==> src/rtl/nibble_stream_rx_if.sv <==
// Nibble link receive-side bundle: serial input strobes plus the word handshake
// and status flags presented to the consumer.
interface nibble_stream_rx_if #(
  parameter int unsigned WIDTH = 4,
  parameter int unsigned DEPTH = 4
);

  logic                     ser_en;
  logic                     ser_data;
  logic                     frame_sync;
  logic                     out_valid;
  logic [WIDTH-1:0]         out_data;
  logic                     out_ready;
  logic [$clog2(DEPTH):0]   fill_level;
  logic                     overflow;
  logic                     frame_err;

  // Link driver / consumer side.
  modport master (
    output ser_en,
    output ser_data,
    output frame_sync,
    output out_ready,
    input  out_valid,
    input  out_data,
    input  fill_level,
    input  overflow,
    input  frame_err
  );

  // Receiver side.
  modport slave (
    input  ser_en,
    input  ser_data,
    input  frame_sync,
    input  out_ready,
    output out_valid,
    output out_data,
    output fill_level,
    output overflow,
    output frame_err
  );

endinterface

==> src/rtl/nibble_stream_rx.sv <==
// Serial-to-parallel receiver for the nibble link. Enabled bits are shifted in
// LSB first, completed words are queued in a DEPTH-entry FIFO and handed to the
// consumer on a valid/ready handshake. Overflow and framing errors are sticky.
module nibble_stream_rx #(
  parameter int unsigned WIDTH = 4,
  parameter int unsigned DEPTH = 4
) (
  input logic               clk,
  input logic               rst,
  nibble_stream_rx_if.slave bus
);

  localparam int unsigned CntW = $clog2(WIDTH);
  localparam int unsigned PtrW = $clog2(DEPTH);

  typedef enum logic [0:0] {StIdle, StShift} state_e;

  // Deserializer state
  state_e            state_q, state_d;
  logic [CntW-1:0]   bit_cnt_q, bit_cnt_d;
  logic [WIDTH-1:0]  shreg_q, shreg_d;
  logic              word_done;
  logic [WIDTH-1:0]  word;
  logic              frame_err_set;

  // FIFO state
  logic [WIDTH-1:0]  mem_q [DEPTH];
  logic [PtrW:0]     wr_ptr_q, rd_ptr_q;
  logic              fifo_empty, fifo_full;
  logic              push, pop;
  logic              overflow_q, frame_err_q;
  logic              overflow_set;

  // The completing bit goes straight into the pushed word, never into shreg.
  assign word = {bus.ser_data, shreg_q[WIDTH-2:0]};

  // Deserializer next-state: frame_sync wins over a same-cycle bit strobe.
  always_comb begin
    state_d       = state_q;
    bit_cnt_d     = bit_cnt_q;
    shreg_d       = shreg_q;
    word_done     = 1'b0;
    frame_err_set = 1'b0;
    if (bus.frame_sync) begin
      state_d       = StIdle;
      bit_cnt_d     = '0;
      shreg_d       = '0;
      frame_err_set = (state_q == StShift);
    end else if (bus.ser_en) begin
      unique case (state_q)
        StIdle: begin
          // WIDTH >= 2, so the first bit never completes a word.
          shreg_d[bit_cnt_q] = bus.ser_data;
          bit_cnt_d          = bit_cnt_q + CntW'(1);
          state_d            = StShift;
        end
        StShift: begin
          if (bit_cnt_q == CntW'(WIDTH - 1)) begin
            word_done = 1'b1;
            bit_cnt_d = '0;
            shreg_d   = '0;
            state_d   = StIdle;
          end else begin
            shreg_d[bit_cnt_q] = bus.ser_data;
            bit_cnt_d          = bit_cnt_q + CntW'(1);
          end
        end
        default: begin
          state_d   = StIdle;
          bit_cnt_d = '0;
          shreg_d   = '0;
        end
      endcase
    end
  end

  // Deserializer state register
  always_ff @(posedge clk) begin
    if (rst) begin
      state_q   <= StIdle;
      bit_cnt_q <= '0;
      shreg_q   <= '0;
    end else begin
      state_q   <= state_d;
      bit_cnt_q <= bit_cnt_d;
      shreg_q   <= shreg_d;
    end
  end

  // FIFO status and handshake decode; the extra pointer bit separates full from empty.
  always_comb begin
    fifo_empty   = (wr_ptr_q == rd_ptr_q);
    fifo_full    = (wr_ptr_q[PtrW] != rd_ptr_q[PtrW]) &&
                   (wr_ptr_q[PtrW-1:0] == rd_ptr_q[PtrW-1:0]);
    pop          = !fifo_empty && bus.out_ready;
    // A full FIFO still takes a word if the head leaves in the same cycle.
    push         = word_done && (!fifo_full || pop);
    overflow_set = word_done && fifo_full && !pop;
  end

  // FIFO storage and pointers; storage is reset so out_data never shows X.
  always_ff @(posedge clk) begin
    if (rst) begin
      for (int i = 0; i < int'(DEPTH); i++) begin
        mem_q[i] <= '0;
      end
      wr_ptr_q <= '0;
      rd_ptr_q <= '0;
    end else begin
      if (push) begin
        mem_q[wr_ptr_q[PtrW-1:0]] <= word;
        wr_ptr_q                  <= wr_ptr_q + (PtrW+1)'(1);
      end
      if (pop) begin
        rd_ptr_q <= rd_ptr_q + (PtrW+1)'(1);
      end
    end
  end

  // Sticky error flags, cleared only by reset.
  always_ff @(posedge clk) begin
    if (rst) begin
      overflow_q  <= 1'b0;
      frame_err_q <= 1'b0;
    end else begin
      if (overflow_set)  overflow_q  <= 1'b1;
      if (frame_err_set) frame_err_q <= 1'b1;
    end
  end

  assign bus.out_valid  = !fifo_empty;
  assign bus.out_data   = mem_q[rd_ptr_q[PtrW-1:0]];
  assign bus.fill_level = wr_ptr_q - rd_ptr_q;
  assign bus.overflow   = overflow_q;
  assign bus.frame_err  = frame_err_q;

endmodule

==> src/flat_wrapper.sv <==
// flat-port wrapper written by rule: the top's interface ports become plain ports
module nibble_stream_rx_flat 
#(
  parameter int unsigned WIDTH = 4,
  parameter int unsigned DEPTH = 4
)
  (clk, rst, bus_ser_en, bus_ser_data, bus_frame_sync, bus_out_ready, bus_out_valid, bus_out_data, bus_fill_level, bus_overflow, bus_frame_err);
  nibble_stream_rx_if #(.WIDTH(WIDTH), .DEPTH(DEPTH)) bus_i ();
  input logic clk;
  input logic rst;
  input wire logic [$bits(bus_i.ser_en)-1:0] bus_ser_en;
  input wire logic [$bits(bus_i.ser_data)-1:0] bus_ser_data;
  input wire logic [$bits(bus_i.frame_sync)-1:0] bus_frame_sync;
  input wire logic [$bits(bus_i.out_ready)-1:0] bus_out_ready;
  output wire logic [$bits(bus_i.out_valid)-1:0] bus_out_valid;
  output wire logic [$bits(bus_i.out_data)-1:0] bus_out_data;
  output wire logic [$bits(bus_i.fill_level)-1:0] bus_fill_level;
  output wire logic [$bits(bus_i.overflow)-1:0] bus_overflow;
  output wire logic [$bits(bus_i.frame_err)-1:0] bus_frame_err;
  assign bus_i.ser_en = bus_ser_en;
  assign bus_i.ser_data = bus_ser_data;
  assign bus_i.frame_sync = bus_frame_sync;
  assign bus_i.out_ready = bus_out_ready;
  assign bus_out_valid = bus_i.out_valid;
  assign bus_out_data = bus_i.out_data;
  assign bus_fill_level = bus_i.fill_level;
  assign bus_overflow = bus_i.overflow;
  assign bus_frame_err = bus_i.frame_err;
  nibble_stream_rx #(.WIDTH(WIDTH), .DEPTH(DEPTH)) u_core (.clk(clk), .rst(rst), .bus(bus_i));
endmodule
==> config.mk <==
export PLATFORM = sky130hd
export DESIGN_NAME = nibble_stream_rx_flat
export DESIGN_NICKNAME = d
export VERILOG_FILES = /design/src/rtl/nibble_stream_rx_if.sv /design/src/rtl/nibble_stream_rx.sv /design/src/flat_wrapper.sv
export SDC_FILE = /design/constraint.sdc
export NUM_CORES = 1
export LEC_CHECK = 0
export ABC_AREA = 1
export BUFFER_PORTS_ARGS = -buffer_cell sky130_fd_sc_hd__buf_4
export CORE_MARGIN = 10
export CORE_UTILIZATION = 62
export CTS_CLUSTER_DIAMETER = 80
export DETAILED_ROUTE_END_ITERATION = 6
export GPL_TIMING_DRIVEN = 0
export PLACE_DENSITY = 0.83
export SLEW_MARGIN = 20
export SYNTH_ARGS = -nofsm -noshare
export SYNTH_HDL_FRONTEND = slang
export SYNTH_SLANG_ARGS = --single-unit
==> constraint.sdc <==
create_clock -name clk -period 4.8 [get_ports clk]
set_input_delay 0.96 -clock clk [delete_from_list [all_inputs] [get_ports clk]]
set_output_delay 0.96 -clock clk [all_outputs]
set_load 0.05 [all_outputs]
==> metrics.cfg, run 1 <==
[power_and_ir_drop]
leakagePower_nw = 0.7363
fin_total_pwr_w = 0.0005290
power-per-cell-area_mw_per_mm2 = 293.4
ir_drop_mv = 0.2916

[cts]
cts_tree = yes
post_cts_buffers = 0
h-tree-depth = 2
cts_resized = 0
worstSkewPairLatency_ns = 0.34
cts_buffers = 5
clkTransAtPathRegs_ns = 0.10
cts.path.max_buffers = 2
cts_num_sinks = 32
cts-root-buf = clkbuf_4
hold_buffers = 0

[outcome]
outcome = finished, final reports clean

[critical_path]
rr_worst_depth = 9
startpoint = u_core.wr_ptr_q[0]$_SDFFE_PP0P_
cp_max_fo = 8
critPathBufInv = 2
endpoint = bus_fill_level[2]
crit_path_end_kind = output port
cp.depth = 5
cp_slowest_cell = dfxtp_1
critical-path-top-delay-family = adder cells
reg2reg_to = u_core.mem_q[3][3]$_DFFE_PP_
cp.arrival_ns = 2.09
rrSetupSlack_ns = 2.42
cp-start-kind = flop
cpPeakStageDelay_ns = 0.54
required_ns = 3.84
rr_startpoint = u_core.wr_ptr_q[0]$_SDFFE_PP0P_
crit_type = flop to output port
crit_chain = inv_2, ha_1, fa_1, xor2_1, buf_4

[yosys]
yosysTopAreaCell = edfxtp_1
synth_edf_count = 16
ys_seq_area_frac = 0.5079
ys_types = 29
synthArstFlopShare = 0
synth-seq-cells = 32
synth.area.top_cells = edfxtp_1 (30%), dfxtp_1 (20%), ha_1 (6.3%)
syn_avg_cell_area_sq_um = 9.792
synth_most_common_cell = nor2_1
syn_nets = 176
netlist_top_cells_count = nor2_1 (21), dfxtp_1 (16), edfxtp_1 (16), inv_1 (16), nand2_1 (15)
yosysWarnings = 0
syn_inst = 161
synth_area_sq_mm = 0.001577
synth-main-ff-cell = edfxtp_1
synth.top_cell.area_share = 0.3048

[global_route]
grt_pass1_wl_microns = 5209
gr-total-overflow = 0
antenna_found_initial = 0
grt_max_degree = 11
grt_pass1_vias = 1191
track_usage = 0.1318

[timing]
finalHoldViolations = 0
slew_headroom = 0.7671
slew_violations = 0
worst_slew_pin_slew_ns = 0.3471
skew_ns = 0.004390
finalCriticalPeriod_ns = 3.046
tns_ns = 0
max_freq_ghz = 0.3283
hold_slack_ns = 0.4837
rsz0062_at_grt = no
final.period_utilization = 0.6345
setup_viol = 0

[layout]
finalNetCount = 198
nFillCells = 187
antenna_cells = 0
final_cells = 214
multi_input_area_sq_um = 689.4
drive_gt1_frac = 0.2120
synthToLayoutAreaGrowth_pct = 14.37
area.sequential_sq_um = 800.8
final_util = 0.7345

[run]
maxCapViolCount = 0

[floorplan]
initial_core_util = 0.6422
die_y_microns = 70.43
die_width_microns = 70.43
io_pins = 16
die-area_sq_mm = 0.004960
core-area_sq_mm = 0.002455
rows = 18

[routing]
ant_nets = 0
drt_wl_total_microns = 3059
drc = 0
avgViaCountPerCell = 5.617
dr_total_vias = 1202
routedWlPerCell_microns = 14.29
detail_route.first_pass.iterations = 4
drt-initial-drc-count = 40

[placed_design]
port_buffers = 15
hpwl_microns = 2361
dp.cells = 206
gp_congestion = 0.8587

[min_path]
hp-class = flop to flop

through the flow:
stage,area [sq um],setup slack [ns]
detailed placement,1727,2.170
CTS,1803,1.751
global placement,1727,2.234
global route,1803,1.654
floorplan,1577,1.878
finish,1803,1.754
where the power goes:
part | internal (W) | total (W) | switching [W]
clock network | 0.000109 | 0.000201 | 0.0000923
logic | 0.00000988 | 0.0000325 | 0.0000226
registers | 0.000292 | 0.000295 | 0.00000295
placed cells by master, fill, tap and decap left out, drive strengths merged:
cell type / Yosys / layout
nor2: 22 / 22
inv: 18 / 18
dfxtp: 16 / 16
edfxtp: 16 / 16
nand2: 16 / 16
buf: 1 / 16
o21ai: 13 / 13
nand3: 12 / 12
nor3: 12 / 12
a21oi: 9 / 9
ha: 8 / 8
clkbuf: 1 / 7
o22ai: 4 / 4
xor2: 3 / 3
nand4: 3 / 3
a211oi: 2 / 2
clkinv: 1 / 2
nand3b: 1 / 1
o211a: 1 / 1
a31oi: 1 / 1
fa: 1 / 1
bufinv: 0 / 1
cell type report:
| type | instances | area share |
|---|---|---|
| Sequential cell | 32 | 0.4441 |
| Multi-Input combinational cell | 108 | 0.3824 |
| Timing Repair Buffer | 15 | 0.06246 |
| Inverter | 19 | 0.03956 |
| Clock buffer | 6 | 0.02290 |
| Tap cell | 30 | 0.02082 |
| Clock inverter | 2 | 0.01943 |
| Buffer | 2 | 0.008328 |
worst min-delay path: stages (launching register included):
cell and delay (ns):
dfxtp_1 0.34, a31oi_1 0.04, nor2_1 0.07
flip-flops by register name, indices dropped and copies added (netlist names), named ones only:
signal / flops
u_core.bit_cnt_q: 2
u_core.bus.frame_err: 1
u_core.bus.overflow: 1
u_core.mem_q: 16
u_core.rd_ptr_q: 3
u_core.shreg_q: 3
u_core.state_q: 1
u_core.wr_ptr_q: 3
kinds of logic after synthesis:
group	synth area share
buf+inv	0.05476
xor+xnor	0.01667
fa+ha+maj	0.07619
simple gates	0.2365
flops	0.5079
compound gates	0.1079
per-layer routing:
metal,GRT usage,part of all wire,vias to the layer above
met5,0,0,-
met2,0.2026,0.48,39
met1,0.1353,0.40,537
met4,0.1140,0.060,0
li1,-,-,607
met3,0.05367,0.061,19
worst min path at each step:
stage,from,end,cells past startpoint
6_report,u_core.bus.overflow$_SDFFE_PP0P_,u_core.bus.overflow$_SDFFE_PP0P_,2
5_1_grt,u_core.shreg_q[1]$_SDFFE_PP0P_,u_core.shreg_q[1]$_SDFFE_PP0P_,2
4_1_cts,u_core.bus.overflow$_SDFFE_PP0P_,u_core.bus.overflow$_SDFFE_PP0P_,2
3_5_place_dp,u_core.bus.overflow$_SDFFE_PP0P_,u_core.bus.overflow$_SDFFE_PP0P_,2
3_3_place_gp,u_core.bus.frame_err$_SDFFE_PP0P_,u_core.bus.frame_err$_SDFFE_PP0P_,2
2_1_floorplan,u_core.shreg_q[0]$_SDFFE_PP0P_,u_core.shreg_q[0]$_SDFFE_PP0P_,2
No activity file was read; power rests on OpenSTA's default activity.
==> inputs of run 2 (changes only) <==
--- a/config.mk
+++ b/config.mk
@@ -5,14 +5,14 @@
 export SDC_FILE = /design/constraint.sdc
 export NUM_CORES = 1
 export LEC_CHECK = 0
-export ABC_AREA = 1
+export ABC_AREA = 0
 export BUFFER_PORTS_ARGS = -buffer_cell sky130_fd_sc_hd__buf_4
 export CORE_MARGIN = 10
-export CORE_UTILIZATION = 62
+export CORE_UTILIZATION = 52
 export CTS_CLUSTER_DIAMETER = 80
 export DETAILED_ROUTE_END_ITERATION = 6
 export GPL_TIMING_DRIVEN = 0
-export PLACE_DENSITY = 0.83
+export PLACE_DENSITY = 0.74
 export SLEW_MARGIN = 20
 export SYNTH_ARGS = -nofsm -noshare
 export SYNTH_HDL_FRONTEND = slang
==> constraint.sdc (replaced) <==
create_clock -name clk -period 2.55 [get_ports clk]
set_input_delay 0.51 -clock clk [delete_from_list [all_inputs] [get_ports clk]]
set_output_delay 0.51 -clock clk [all_outputs]
set_load 0.05 [all_outputs]
==> metrics.cfg, run 2 <==
[critical_path]
cp_max_fo = 9
crit_type = flop to output port
cp.arrival_ns = 1.87
crit_chain = inv_1, ha_1, fa_1, xnor2_2, buf_4
cp_slowest_cell = dfxtp_2
cpPeakStageDelay_ns = 0.43
crit_path_end_kind = output port
cp-start-kind = flop
rrSetupSlack_ns = 0.21
required_ns = 2.04

[timing]
finalCriticalPeriod_ns = 2.384
skew_ns = 0.008163
max_freq_ghz = 0.4194
final.period_utilization = 0.9350
setup_viol = 0
rsz0062_at_grt = no
slew_headroom = 0.5539
worst_slew_pin_slew_ns = 0.6634
slew_violations = 0
tns_ns = 0
finalHoldViolations = 0

[layout]
antenna_cells = 0
area.sequential_sq_um = 802.0
multi_input_area_sq_um = 773.2
drive_gt1_frac = 0.2455
layout_common_cells = nor2_1 (16), edfxtp_1 (16), dfxtp_1 (15)
largest_register_ffs = 16
nFillCells = 254
regMostFlops = u_core.mem_q
synthToLayoutAreaGrowth_pct = 15.12
finalNetCount = 181

[floorplan]
core-area_sq_mm = 0.003028
initial_core_util = 0.5384
io_pins = 16
rows = 20
die_y_microns = 76.00
die-area_sq_mm = 0.005775
die_width_microns = 76.00

[routing]
drt-initial-drc-count = 59
routedWlPerCell_microns = 14.54
drc = 0
detail_route.first_pass.iterations = 5
ant_nets = 0
drt_wl_total_microns = 3067
avgViaCountPerCell = 5.464
dr_total_vias = 1153

[yosys]
netlist_top_cells_count = dfxtp_1 (16), edfxtp_1 (16), nor2_1 (16)
syn_nets = 161
yosysWarnings = 0
synth_edf_count = 16
ys_seq_area_frac = 0.4912
ys_types = 40
synthArstFlopShare = 0
syn_inst = 146
synth.area.top_cells = edfxtp_1 (29%), dfxtp_1 (20%), ha_1 (6.1%)
synth.top_cell.area_share = 0.2947
syn_avg_cell_area_sq_um = 11.17
synth_area_sq_mm = 0.001630
synth-main-ff-cell = edfxtp_1
yosysTopAreaCell = edfxtp_1
synth-seq-cells = 32

[cts]
cts.path.max_buffers = 2
cts_tree = yes
worstSkewPairLatency_ns = 0.32
cts-root-buf = clkbuf_4
clkTransAtPathRegs_ns = 0.09
h-tree-depth = 2
cts_num_sinks = 32
cts_buffers = 5
post_cts_buffers = 0

[global_route]
track_usage = 0.1094
antenna_found_initial = 0
use_met1 = 0.1242
gr-total-overflow = 0
grt_pass1_vias = 1113
grt_use_met3 = 0.04599
grt_pass1_wl_microns = 5216
grt_use_met2 = 0.1752
grt_max_degree = 11
grt-busiest-layer = met2

[placed_design]
port_buffers = 14
gp_congestion = 0.7532
hpwl_microns = 2384

[power_and_ir_drop]
leakagePower_nw = 0.7988
fin_total_pwr_w = 0.001166
power-per-cell-area_mw_per_mm2 = 621.4
ir_drop_mv = 0.3834

[run]
maxCapViolCount = 0

[min_path]
hp-class = primary input to flop

[outcome]
outcome = finished, final reports clean

run 2: changes by cell type in the layout (fill, tap and decap cells not counted), sizes merged, moves of 4 or more:
cell / previous run / this run
and3: 0 / 10
nand3: 12 / 5
o21ai: 13 / 5
inv: 18 / 10
nand2: 16 / 2
o22ai: 4 / 0
nor2: 22 / 16
mux4: 0 / 4
nor3: 12 / 0
mux2: 0 / 5
run 2: metal layers:
metal	up-vias	part of all wire
met5	-	0
met4	0	0.017
met3	6	0.065
met2	24	0.49
met1	545	0.43
li1	578	-
run 2: area by class of cell:
class / count / area share
clock buffers: 6 / 0.02200
flip-flops and latches: 32 / 0.4273
clock inverters: 2 / 0.01867
plain buffers: 6 / 0.01467
well taps: 44 / 0.02933
repair buffers: 14 / 0.05600
multi-input cells: 97 / 0.4120
inverters: 10 / 0.02000
run 2: stage by stage:
stage               setup slack [ns]  cell area (sq um)  hold WS, ns  cells  utilization
CTS                          0.03068               1871       0.4308    211       0.6178
detailed placement          0.002425               1798       0.4704    204       0.5938
floorplan                     0.2404               1638       0.4752    146            -
global placement             0.08606               1798       0.4568    204       0.5938
global route                 0.07063               1877       0.4652    211       0.6198
finish                        0.1658               1877       0.4463    211       0.6198
run 2: kinds of logic after synthesis:
logic type	after synthesis	synth area share
adder cells (fa/ha/maj)	9	0.07368
flip-flops	32	0.4912
buffers and inverters	17	0.04221
AO/OA/AOI/OAI	27	0.1113
multiplexers	11	0.1044
AND/OR/NAND/NOR	47	0.1566
XOR/XNOR	3	0.02073
run 2: worst max-delay path: cells and delay by family (launching register included):
family | cells | cell delay, ns
xor gates and xnor gates | 1 | 0.16
adders and majority gates | 2 | 0.64
DFF | 1 | 0.43
buffers and inverters | 2 | 0.33
run 2: timing repair:
item / CTS / global route
hold buffers: 0 / 0
endpoints found under the setup margin: 10 / 9
pin swaps: 0 / 0
resized for setup: 0 / 2
run 2: power by group:
part	switching (W)	internal (W)
Sequential	0.0000161	0.000557
Clock	0.000164	0.000205
Combinational	0.000145	0.0000799
run 2: worst paths after layout:
| path | endpoint | start | cells after the start |
|---|---|---|---|
| min reg2reg | u_core.bus.frame_err$_SDFFE_PP0P_ | u_core.bus.frame_err$_SDFFE_PP0P_ | 2 |
| min | u_core.bus.frame_err$_SDFFE_PP0P_ | bus_frame_sync | 3 |
| max | bus_fill_level[2] | u_core.wr_ptr_q[0]$_SDFFE_PP0P_ | 5 |
| max reg2reg | u_core.mem_q[3][1]$_DFFE_PP_ | u_core.wr_ptr_q[0]$_SDFFE_PP0P_ | 5 |
